[config.mk]
export PLATFORM = sky130hd
export DESIGN_NAME = fetch_seq_ctrl
export DESIGN_NICKNAME = d
export VERILOG_FILES = /design/src/rtl/fetch_seq_ctrl.sv
export SDC_FILE = /design/constraint.sdc
export NUM_CORES = 1
export LEC_CHECK = 0
export CORE_MARGIN = 2
export CORE_UTILIZATION = 30
export CTS_BUF_LIST = sky130_fd_sc_hd__clkbuf_2
export CTS_CLUSTER_SIZE = 10
export DETAILED_ROUTE_END_ITERATION = 6
export PLACE_DENSITY_LB_ADDON = 0.1
export SLEW_MARGIN = 10
export SYNTH_ARGS = -nofsm -noshare
export SYNTH_HDL_FRONTEND = slang
export SYNTH_SLANG_ARGS = --single-unit
[constraint.sdc]
create_clock -name clk -period 2.1 [get_ports clk]
set_input_delay 0.21 -clock clk [delete_from_list [all_inputs] [get_ports clk]]
set_output_delay 0.21 -clock clk [all_outputs]
set_load 0.05 [all_outputs]
[src/rtl/fetch_seq_ctrl.sv]
// Fetch sequencer for the two-wide front end: owns the fetch PC, issues aligned
// 64-bit imem requests, buffers one response block and squashes on redirects.
module fetch_seq_ctrl #(
  parameter logic [31:0] RESET_PC   = 32'h1eceb000,
  parameter int unsigned DROP_CNT_W = 16
) (
  input  logic                  clk,
  input  logic                  rst,
  input  logic                  redirect_valid,
  input  logic [31:0]           redirect_pc,
  output logic                  imem_req,
  output logic [31:0]           imem_addr,
  input  logic                  imem_resp,
  input  logic [63:0]           imem_rdata,
  output logic                  out_valid,
  output logic [31:0]           out_pc,
  output logic [1:0]            out_slot_valid,
  output logic [63:0]           out_inst,
  input  logic                  out_ready,
  output logic [DROP_CNT_W-1:0] drop_count
);

  typedef enum logic [1:0] {REQ, WAIT, HOLD, DRAIN} state_t;

  state_t                  state_q, state_d;
  logic [31:0]             pc_q, pc_d;
  logic [31:0]             redir_pc, next_pc;
  logic                    buf_valid_q, buf_valid_d;
  logic [31:0]             buf_pc_q;
  logic [63:0]             buf_inst_q;
  logic                    capture, clear_buf, drop;
  logic [DROP_CNT_W-1:0]   drop_q;

  assign redir_pc = redirect_pc & 32'hffff_fffc;
  assign next_pc  = {pc_q[31:3] + 29'd1, 3'b000};

  always_comb begin
    state_d     = state_q;
    pc_d        = pc_q;
    buf_valid_d = buf_valid_q;
    capture     = 1'b0;
    clear_buf   = 1'b0;
    drop        = 1'b0;
    imem_req    = 1'b0;
    imem_addr   = {pc_q[31:3], 3'b000};
    case (state_q)
      REQ: begin
        if (redirect_valid) begin
          pc_d = redir_pc;
        end else begin
          imem_req = 1'b1;
          state_d  = WAIT;
        end
      end
      WAIT: begin
        if (imem_resp) begin
          if (redirect_valid) begin
            drop    = 1'b1;
            pc_d    = redir_pc;
            state_d = REQ;
          end else begin
            capture     = 1'b1;
            buf_valid_d = 1'b1;
            state_d     = HOLD;
          end
        end else if (redirect_valid) begin
          pc_d    = redir_pc;
          state_d = DRAIN;
        end
      end
      HOLD: begin
        // The consuming handshake requests the following block in the same cycle.
        imem_addr = next_pc;
        if (redirect_valid) begin
          clear_buf   = 1'b1;
          buf_valid_d = 1'b0;
          pc_d        = redir_pc;
          state_d     = REQ;
        end else if (out_ready) begin
          imem_req    = 1'b1;
          buf_valid_d = 1'b0;
          pc_d        = next_pc;
          state_d     = WAIT;
        end
      end
      DRAIN: begin
        if (imem_resp) begin
          drop = 1'b1;
          if (redirect_valid) begin
            pc_d    = redir_pc;
            state_d = REQ;
          end else begin
            imem_req = 1'b1;
            state_d  = WAIT;
          end
        end else if (redirect_valid) begin
          pc_d = redir_pc;
        end
      end
      default: state_d = REQ;
    endcase
  end

  always_ff @(posedge clk) begin
    if (rst) begin
      state_q     <= REQ;
      pc_q        <= RESET_PC;
      buf_valid_q <= 1'b0;
      buf_pc_q    <= '0;
      buf_inst_q  <= '0;
      drop_q      <= '0;
    end else begin
      state_q     <= state_d;
      pc_q        <= pc_d;
      buf_valid_q <= buf_valid_d;
      if (capture) begin
        buf_pc_q   <= pc_q;
        buf_inst_q <= imem_rdata;
      end else if (clear_buf) begin
        buf_pc_q   <= '0;
        buf_inst_q <= '0;
      end
      if (drop && (drop_q != '1)) begin
        drop_q <= drop_q + DROP_CNT_W'(1);
      end
    end
  end

  assign out_valid      = buf_valid_q;
  assign out_pc         = buf_pc_q;
  assign out_inst       = buf_inst_q;
  assign out_slot_valid = buf_valid_q ? (buf_pc_q[2] ? 2'b10 : 2'b11) : 2'b00;
  assign drop_count     = drop_q;

endmodule
-- After elaboration in Yosys (flattened, before gate mapping)
Cells that the tools add are included.
- register bits after elaboration: 147
- output and inout bits: 148
- word-level logic and storage cells: 63
- add/subtract/negate cells: 2
- equal/unequal tests: 11
- muxes and demuxes: 36
- reductions and logical operators: 8
- operators with widths (cell ; count):
    $mux 32 ; 6
    $mux 64 ; 2
    $pmux 32 s2 ; 1
    $add 29x1->29 const B ; 1
    $add 16x1->16 const B ; 1
    $mux 2 ; 8
    $ne 16x16->1 const B ; 1
    $mux 1 ; 15
    $ne 2x2->1 const B ; 4
    $pmux 2 s4 ; 1
    $reduce_and 4->1 ; 2
    $ne 3x3->1 const B ; 2
    $eq 2x2->1 const B ; 2
    $pmux 1 s2 ; 2
    $reduce_bool 2->1 ; 2
    $pmux 1 s3 ; 1
    $reduce_or 3->1 ; 1
    $eq 2x1->1 const B ; 1
    $logic_not 2->1 ; 1
    $ne 2x1->1 const B ; 1
    $reduce_and 2->1 ; 1
    $logic_and 1x1->1 ; 1

-- Depth between registers and ports, before layout
- depth in word-level cells: 4
- depth in mapped cells: 8
- gate-level depth less buffers: 5

-- Least setup slack after synthesis
OpenSTA, ideal clock, no wires.
- kind: register to output
- start point: register pc_q[16]
- end point: output port imem_addr[31]
- data arrival time: 2550 ps
- data required time: 1890 ps
- setup slack: -660 ps
- cell stages (with the launch flop): 7
- cells stage by stage: dfxtp_1 -> buf_4 -> nand3_2 -> or4_1 -> buf_2 -> or4_1 -> xnor2_1
- longest elaborated chain between the ends: 2
- RTL lines (item ; RTL line ; source):
    from (decl) ; 26 ; logic [31:0] pc_q, pc_d;
    from (signal assigned) ; 114 ; pc_q <= pc_d;
    $add 29x1->29 ; 35 ; assign next_pc = {pc_q[31:3] + 29'd1, 3'b000};
    $mux 32 ; 46 ; case (state_q)
    to (decl) ; 12 ; output logic [31:0] imem_addr,
Every way passes these cells.

-- Final worst setup path
- start point: register pc_q[11]
- end point: output port imem_addr[31]
Same word-level chain as after synthesis.

==> flow_summary.ini <==
[status]
status = finished with violations
failed_checks = setup timing

[logic_synthesis]
dominantRegCellSynth = dfxtp_1
synth_edf_count = 0
synth_cell_types = 55
syn-cell-area_um2 = 6470
ys_seq_area_share_pct = 44.2
syn-mean-instance-area_um2 = 8.53
async_flop_share_pct = 0
yosys_warnings = 0
ys_seq_elements = 143
syn_inst = 759

[timing]
hold_viol_final = 0
layout_setup_ws_ns = -0.744
setup_viol = 28
finalClockSkew_ns = 0.0377
rsz0062_at_grt = true
final.period_utilization_pct = 135
drv_slew = 0
relSlewSlack_pct = 60.6
tns_ns = -11.55
worst_slew_pin_slew_ns = 0.593
min_period_ns = 2.84
fmax_ghz = 0.352
holdWs_ns = 0.0919

[floorplanning]
die_area_um2 = 22800
die_x_um = 151
core_area_um2 = 21100
start_util_pct = 30.7
io_pins = 249
rows = 53
die_h_um = 151

[setup_path]
required_ns = 1.89
cpPeakStageDelay_ns = 0.57
reg2reg_slack_ns = -0.05
crit_path_start = pc_q[11]
worstSetupEndpoint = imem_addr[31]
crit_path_cell_trace = nand4_2, or4_4, or4_4, xnor2_4, buf_12
rr_startpoint = pc_q[11]
crit_type = reg -> out
r2r_end = pc_q[29]
rr_worst_depth = 6
path_buf_inv = 1
cp-start-kind = flop
cp.depth = 5
cp_data_arrival_time_ns = 2.63
worstPathMaxFanout = 2
endpoint_kind = output pin
crit_slowest_cell = or4_4
cp_top_family = simple AND/OR/NAND/NOR gates
critPathMostFrequentCell = or4_4

[clock_network]
cts_buffers = 17
clk_latency_ns = 0.71
clockRootBuffer = clkbuf_2
cts.clk_slew.worst_paths_ns = 0.24
htreeDepth = 4
cts_tree = built
cts_sinks = 143
clockBufferDepth = 2

[placed_design]
gp_congestion = 0.779
port_buffers = 241
dp_hpwl_mm = 16.4
place_area_um2 = 10300

[routing]
detail-route-antenna-nets = 0
drc = 0
firstDrtPassIters = 4
dr.first_iter.drc_count = 360
wl_per_cell_um = 17.0
viasPerCell = 5.09
vias = 7018
drt_wl_total_mm = 23.5

[layout]
multi_input_area_um2 = 4020
drive_gt1_share_pct = 26.4
seq_area_um2 = 2900
syn_to_final_growth_pct = 77.7
nets = 1194
fin_area_um2 = 11500
n_fill_cell = 1966

[pwr]
switchingPower_mw = 2.04
power.density_nw_per_um2 = 514
pwr-share-comb_pct = 24.5
p_clk_share_pct = 27.1
power_leakage_nw = 4.84
p_sw_share_pct = 34.5
power_frac_seq_pct = 48.4
peakVddDrop_mv = 0.298
intPower_mw = 3.87
total_power_mw = 5.91

[grt]
grt_first_pass_wirelength_mm = 36.6
grt_max_degree = 51
track_usage_pct = 20.4
grt_remaining_overflow = 0
antenna_found_initial = 1
grt_pass1_vias = 6836

[hold_path]
hold_path_class = in -> reg

[job]
drv_cap = 0
-- cells in the mapped netlist, drive strengths merged, types with 14 or more instances --
| master | number | area, µm² |
|---|---|---|
| nand2 | 26 | 97.6 |
| dfxtp | 143 | 2860 |
| nor4 | 14 | 93.8 |
| a22oi | 94 | 706 |
| a21oi | 17 | 85.1 |
| or3 | 15 | 93.8 |
| nand3 | 22 | 120 |
| xnor2 | 22 | 193 |
| nor3 | 27 | 135 |
| nor2 | 134 | 503 |
| buf | 23 | 125 |
| a311oi | 14 | 123 |
| clkbuf | 54 | 204 |
| nand4 | 17 | 119 |
-- power by group through the flow --
stage / Clock (mW) / Combinational [mW] / Sequential (mW)
global placement: 0 / 1.35 / 2.91
finish: 1.60 / 1.45 / 2.86
CTS: 1.69 / 1.43 / 2.86
floorplan: 0 / 0.546 / 3.05
global route: 1.80 / 1.53 / 2.88
detailed placement: 0 / 1.35 / 2.91
-- logic make-up after synthesis --
group / count (synthesis) / share of synthesized area, %
AND/OR/NAND/NOR: 309 / 24.2
AO/OA/AOI/OAI: 176 / 19.7
flip-flops: 143 / 44.2
buffers and inverters: 87 / 5.66
XOR/XNOR: 35 / 4.74
multiplexers: 6 / 0.986
adder cells (fa/ha/maj): 2 / 0.387
other: 1 / 0.0579
-- worst reg2reg max path, stage by stage (launching register included) --
cell,delay [ns]
dfxtp_2,0.39
nand4_2,0.11
or4_4,0.57
buf_12,0.16
buf_6,0.13
or4_4,0.49
a311oi_2,0.23
-- how the worst min path moves through the flow --
stage	from	to	depth (start not counted)
floorplan	imem_resp	state_q[0]	1
global placement	out_inst[47]	out_inst[47]	2
detailed placement	out_inst[53]	out_inst[53]	2
CTS	imem_rdata[17]	out_inst[17]	3
global route	imem_rdata[33]	out_inst[33]	3
finish	redirect_pc[24]	pc_q[24]	3
-- per-stage QoR --
stage          std cells  utilization (%)  setup slack (ns)
2_1_floorplan        763                -            -0.234
6_report            1380             54.5            -0.744
5_1_grt             1380             54.5            -0.878
3_3_place_gp        1288             48.9            -0.103
3_5_place_dp        1288             48.9            -0.102
4_1_cts             1362             53.1            -0.856
-- registers in the layout, indices dropped and copies added (netlist names) --
register / cells
drop_count: 16
out_inst: 64
out_pc: 30
out_valid: 1
pc_q: 30
state_q: 2
-- cell type report --
type                            count  share of cell area (%)
Antenna cell                        1                  0.0218
Clock buffer                       18                   0.783
Clock inverter                     14                    1.21
Inverter                           10                   0.326
Multi-Input combinational cell    533                    35.0
Sequential cell                   143                    25.2
Tap cell                          275                    2.99
Timing Repair Buffer              386                    34.5
-- per-layer routing --
metal | vias up | global-route usage (%) | part of all wire (%)
met5 | - | 0 | 0
met4 | 0 | 4.81 | 1.1
met3 | 16 | 6.30 | 7.2
met2 | 212 | 33.1 | 49
met1 | 3344 | 26.5 | 43
li1 | 3446 | - | -
-- timing repair --
action                     in CTS  in global routing
gates resized for setup       213                 50
setup endpoints to repair     145                 37
buffers inserted               26                 17
hold endpoints to repair       29                  3
hold buffers                   17                  3
cloned                          1                  0
pin swaps                      31                 25
-- layout by cell type (no fill, tap or decap), drive strengths merged, types with 3 or more instances in the layout --
cell type,instances
or3,15
mux2i,3
nand2,26
nor3b,6
nor2b,4
clkdlybuf4s50,97
dfxtp,143
a2111oi,4
conb,5
a211oi,11
nand3,22
nor3,27
and3,7
xor2,13
a22oi,94
inv,19
a311oi,14
xnor2,22
or4,12
dlygate4sd3,20
o31ai,8
mux2,3
o21ai,13
nand2b,4
clkinv,4
dlygate4sd2,108
a21oi,17
nor2,134
clkbuf,25
a31oi,4
nand3b,4
buf,153
nand4,17
nor4,14
and4,7
Power figures use the tool's default switching activity.
